### src/rtl/c5_ctrl_pkg.sv
// Shared LeNet constants and the C5 controller state encoding.
package c5_ctrl_pkg;

  localparam int unsigned C5_N_IN    = 400;
  localparam int unsigned C5_N_OUT   = 120;
  localparam int unsigned W5_AW      = 9;
  localparam int unsigned C5_ROM_LAT = 1;

  typedef enum logic [2:0] {
    ST_IDLE,
    ST_CLR,
    ST_RUN,
    ST_DRAIN,
    ST_DONE
  } c5_state_e;

endpackage

### src/rtl/c5_ctrl_lat_pipe.sv
// Fixed-depth shift register that aligns control bits with a registered ROM read.
module lat_pipe #(
  parameter int unsigned DEPTH = 1,
  parameter int unsigned WIDTH = 2
) (
  input  logic             clk,
  input  logic             rst_n,
  input  logic [WIDTH-1:0] i_d,
  output logic [WIDTH-1:0] o_q
);

  logic [DEPTH-1:0][WIDTH-1:0] r_stage;

  always_ff @(posedge clk or negedge rst_n) begin
    if (!rst_n) begin
      r_stage <= '0;
    end else begin
      r_stage[0] <= i_d;
      for (int unsigned i = 1; i < DEPTH; i++) begin
        r_stage[i] <= r_stage[i-1];
      end
    end
  end

  assign o_q = r_stage[DEPTH-1];

endmodule

### src/rtl/c5_ctrl.sv
// C5 pass sequencer: walks weight/feature addresses and strobes the accumulators.
module c5_ctrl
  import c5_ctrl_pkg::*;
#(
  parameter int unsigned N_IN    = C5_N_IN,
  parameter int unsigned AW      = W5_AW,
  parameter int unsigned ROM_LAT = C5_ROM_LAT
) (
  input  logic          clk,
  input  logic          rst_n,
  input  logic          start,
  input  logic          stall,
  output logic [AW-1:0] w5_raddr,
  output logic [AW-1:0] s4_raddr,
  output logic          acc_clr,
  output logic          acc_en,
  output logic          acc_last,
  output logic          busy,
  output logic          done
);

  localparam logic [AW-1:0] LAST_ADDR = AW'(N_IN - 1);

  c5_state_e     r_state;
  c5_state_e     w_next;
  logic [AW-1:0] r_addr;
  logic          w_issue;
  logic          w_is_last;
  logic [1:0]    w_pipe_q;

  assign w_issue   = (r_state == ST_RUN) && !stall;
  assign w_is_last = (r_addr == LAST_ADDR);

  always_ff @(posedge clk or negedge rst_n) begin
    if (!rst_n) r_state <= ST_IDLE;
    else        r_state <= w_next;
  end

  always_comb begin
    w_next  = r_state;
    acc_clr = 1'b0;
    busy    = 1'b1;
    done    = 1'b0;
    unique case (r_state)
      ST_IDLE: begin
        busy = 1'b0;
        if (start) w_next = ST_CLR;
      end
      ST_CLR: begin
        acc_clr = 1'b1;
        w_next  = ST_RUN;
      end
      ST_RUN: begin
        if (w_issue && w_is_last) w_next = ST_DRAIN;
      end
      // Leave only once the final term has reached the accumulators.
      ST_DRAIN: begin
        if (w_pipe_q[1]) w_next = ST_DONE;
      end
      ST_DONE: begin
        done   = 1'b1;
        w_next = ST_IDLE;
      end
      default: w_next = ST_IDLE;
    endcase
  end

  // The counter parks on the last address and is only cleared on the way back to idle.
  always_ff @(posedge clk or negedge rst_n) begin
    if (!rst_n) begin
      r_addr <= '0;
    end else if (w_next == ST_IDLE) begin
      r_addr <= '0;
    end else if (w_issue && !w_is_last) begin
      r_addr <= r_addr + 1'b1;
    end
  end

  lat_pipe #(
    .DEPTH(ROM_LAT),
    .WIDTH(2)
  ) u_lat_pipe (
    .clk  (clk),
    .rst_n(rst_n),
    .i_d  ({w_issue && w_is_last, w_issue}),
    .o_q  (w_pipe_q)
  );

  assign acc_en   = w_pipe_q[0];
  assign acc_last = w_pipe_q[1];
  assign w5_raddr = r_addr;
  assign s4_raddr = r_addr;

endmodule

### config.mk
export PLATFORM = sky130hd
export DESIGN_NAME = c5_ctrl
export DESIGN_NICKNAME = d
export VERILOG_FILES = /design/src/rtl/c5_ctrl_pkg.sv /design/src/rtl/c5_ctrl_lat_pipe.sv /design/src/rtl/c5_ctrl.sv
export SDC_FILE = /design/constraint.sdc
export NUM_CORES = 1
export LEC_CHECK = 0
export ABC_AREA = 1
export BUFFER_PORTS_ARGS = -buffer_cell sky130_fd_sc_hd__buf_2
export CELL_PAD_IN_SITES_DETAIL_PLACEMENT = 0
export CELL_PAD_IN_SITES_GLOBAL_PLACEMENT = 1
export CORE_MARGIN = 2
export CORE_UTILIZATION = 39
export DETAILED_ROUTE_END_ITERATION = 10
export PLACE_DENSITY = 0.9
export SETUP_SLACK_MARGIN = 0.3
export SYNTH_ARGS = -nofsm -noshare
export SYNTH_HDL_FRONTEND = slang
export SYNTH_SLANG_ARGS = --single-unit
### constraint.sdc
create_clock -name clk -period 2.5 [get_ports clk]
set_clock_uncertainty 0.2 [all_clocks]
set_input_delay 0.375 -clock clk [delete_from_list [all_inputs] [get_ports clk]]
set_output_delay 0.375 -clock clk [all_outputs]
set_load 0.01 [all_outputs]
==> flow_summary_export.csv <==
group,metric,value,unit
sta,setup_viol,0,
cells_and_area,diodes,0,
synth,synth_area,981,um2
clock_network,cts_buffer_depth,2,
power,p_int,0.577,mW
floorplan,start_util,0.403,
clock_network,post_cts_buffers,0,
detailed_routing,vias,818,
worst_setup_path,path_class,"flop to flop",
synth,synth_nets,136,
synth,synth-async-reset-ratio,1.00,
synth,avgSynthCellArea,7.49,um2
clock_network,hold_buffers,1,
power,switchingPower,0.474,mW
worst_setup_path,rr_worst_depth,10,
sta,rsz0062_at_grt,"false",
grt,antenna_found_initial,0,
floorplan,coreArea,2430,um2
power,seqPwrFrac,0.368,
placement,post_dp_cell_area,1060,um2
placement,preCtsSetupSlack,0.695,ns
cells_and_area,area_growth,12.9,%
worst_setup_path,cp.required,2.47,ns
synth,ys_ff_latch,14,
synth,syn_inst,131,
synth,yosys_warnings,0,
sta,period_share,0.725,
job,drv_cap,0,
cells_and_area,drive_gt1_frac,0.296,
synth,synth_edf_count,0,
cells_and_area,fin_util,0.455,
sta,relSlewSlack,0.772,
detailed_routing,routed_via_density,4.49,
synth,seq_area_frac_synth,0.357,
grt,gr-usage-all-layers,0.142,
worst_setup_path,worstReg2RegEnd,"s4_raddr[1]$_DFFE_PN0P_",
clock_network,clock_sinks,14,
floorplan,die_h,54.2,um
synth,yosysUniqueCellTypes,22,
synth,synthFlopType,"dfrtp_1",
min_path,hold_depth,4,
sta,slew_violations,0,
worst_setup_path,ff2ff_setup_slack,0.69,ns
worst_setup_path,endpoint_kind,"flop",
min_path,hold_class,"primary input to flop",
placement,place_congestion,0.749,
clock_network,clk-insertion-delay-late,0.28,ns
clock_network,clk_pin_slew,0.09,ns
floorplan,die_area,2930,um2
clock_network,cts_resized,0,
floorplan,io_pins,27,
worst_setup_path,crit_fanout,7,
grt,grt_pass1_vias,678,
synth,synth_area_leader_cell,"dfrtp_1",
clock_network,cts_tree,"yes",
run_status,run_status,"finished, final reports clean",
power,power_density,949,nW/um2
grt,grt_pass1_wl,2970,um
cells_and_area,nets,158,
power,clkPwrFrac,0.154,
cells_and_area,postLayoutCellArea,1110,um2
sta,period_minus_slack,1.81,ns
detailed_routing,firstDrtPassIters,4,
placement,io_buffers,26,
worst_setup_path,r2r_start,"s4_raddr[0]$_DFFE_PN0P_",
worst_setup_path,critPathArrivalTime,1.79,ns
sta,fmax,552,MHz
detailed_routing,wl_per_cell,9.91,um
clock_network,cts_inserted_buffers,3,
detailed_routing,drt-total-wl,1800,um
synth,synth_top_area_share,0.357,
grt,grt_max_degree,15,
sta,worst_slack,0.687,ns
detailed_routing,drcViolationCount,0,
sta,tns,0,ns
sta,final-hold-violation-count,0,
synth,synthTopCellsByCount,"nand2_1, inv_1, nand3_1",
floorplan,die_w,54.2,um
sta,worstMarginPinSlew,0.339,ns
power,leakagePower,0.632,nW
power,p_total,1.05,mW
power,irDropWorstVdd,0.686,mV
power,swShare,0.451,
detailed_routing,ant_nets,0,
min_path,hold_start,"stall",
synth,synth.most_common_cell,"nand2_1",
cells_and_area,fin_cells,182,
detailed_routing,drt_iter0_drc,6,
floorplan,placementRows,18,
placement,placedCellCount,177,
worst_setup_path,worst_setup_path_start_kind,"flop",
clock_network,htree_levels,1,
synth,synth_area_leaders,"dfrtp_1, nand2_1, inv_1",
power,pwr-share-comb,0.478,
sta,whs,0.192,ns
clock_network,root_buffer,"clkbuf_4",
min_path,hold_end,"u_lat_pipe.o_q[0]$_DFF_PN0_",
grt,gr-total-overflow,0,
placement,dp_hpwl,1380,um
## final cells by class
cell class	instances	area, um2
well taps	30	37.5
inverters	23	88.8
clock buffers	4	36.3
repair buffers	27	140
multi-input cells	84	454
fillers	260	1330
flip-flops and latches	14	350
## cells by family (layout without fill, tap and decap cells)
group | Yosys count | in the layout | synth area share
DFF | 14 | 14 | 0.357
adders and majority gates | 1 | 1 | 0.0128
and+or+nand+nor | 80 | 80 | 0.427
AOI/OAI and AO/OA | 2 | 2 | 0.0140
buffers and inverters | 33 | 54 | 0.180
xor gates and xnor gates | 1 | 1 | 0.00893
## flip-flops by register name, summed over array words and instances (netlist names)
signal / count
r_state: 3
s4_raddr: 9
u_lat_pipe.o_q: 2
## cells in the final DEF (no fill, tap or decap)
cell and instances:
xor2_1 1, nand3_1 15, inv_2 1, inv_4 1
nand3_2 1, nor2_1 10, nand3_4 2, inv_1 20
nor2_2 4, nand2_1 36, clkbuf_4 3, nand2_4 3
nor2_8 1, nor3_1 2, clkinv_1 1, buf_2 26
o221ai_1 1, ha_1 1, clkbuf_8 1, nand4_1 4
dfrtp_1 14, nand2_2 2, o21ai_0 1, dlygate4sd3_1 1
## critical path, cell delays in order (launching register included)
cell and delay [ns]:
dfrtp_1 0.47, ha_1 0.24, nand2_1 0.08, nor2_2 0.15
nand2_1 0.17, nand2_4 0.16, inv_4 0.06, nand2_1 0.05
nand2_1 0.04, nand2_1 0.05, inv_1 0.04
## routing by layer
layer | part of all wire | track usage | vias to the layer above | wire length (um)
met3 | 0.058 | 0.0333 | 4 | 105
met5 | 0 | 0 | - | 0
li1 | - | - | 437 | -
met2 | 0.45 | 0.217 | 25 | 819
met1 | 0.48 | 0.199 | 352 | 859
met4 | 0.011 | 0.0375 | 0 | 19
## worst max path at each step
stage | endpoint | from | slack, ns | depth (start not counted)
final | s4_raddr[1]$_DFFE_PN0P_ | s4_raddr[0]$_DFFE_PN0P_ | 0.69 | 10
after global routing | s4_raddr[1]$_DFFE_PN0P_ | s4_raddr[0]$_DFFE_PN0P_ | 0.50 | 10
after CTS | s4_raddr[1]$_DFFE_PN0P_ | s4_raddr[0]$_DFFE_PN0P_ | 0.68 | 10
after detailed placement | s4_raddr[1]$_DFFE_PN0P_ | s4_raddr[0]$_DFFE_PN0P_ | 0.69 | 10
after global placement | s4_raddr[1]$_DFFE_PN0P_ | s4_raddr[0]$_DFFE_PN0P_ | 0.76 | 10
after floorplan | s4_raddr[1]$_DFFE_PN0P_ | s4_raddr[0]$_DFFE_PN0P_ | 0.79 | 10
## power by group through the flow
stage | Clock (mW) | Combinational [mW] | Sequential, mW
global route | 0.179 | 0.575 | 0.403
finish | 0.162 | 0.502 | 0.387
CTS | 0.172 | 0.507 | 0.388
detailed placement | 0 | 0.503 | 0.392
global placement | 0 | 0.501 | 0.388
floorplan | 0 | 0.390 | 0.405
No activity file was read; power rests on OpenSTA's default activity.
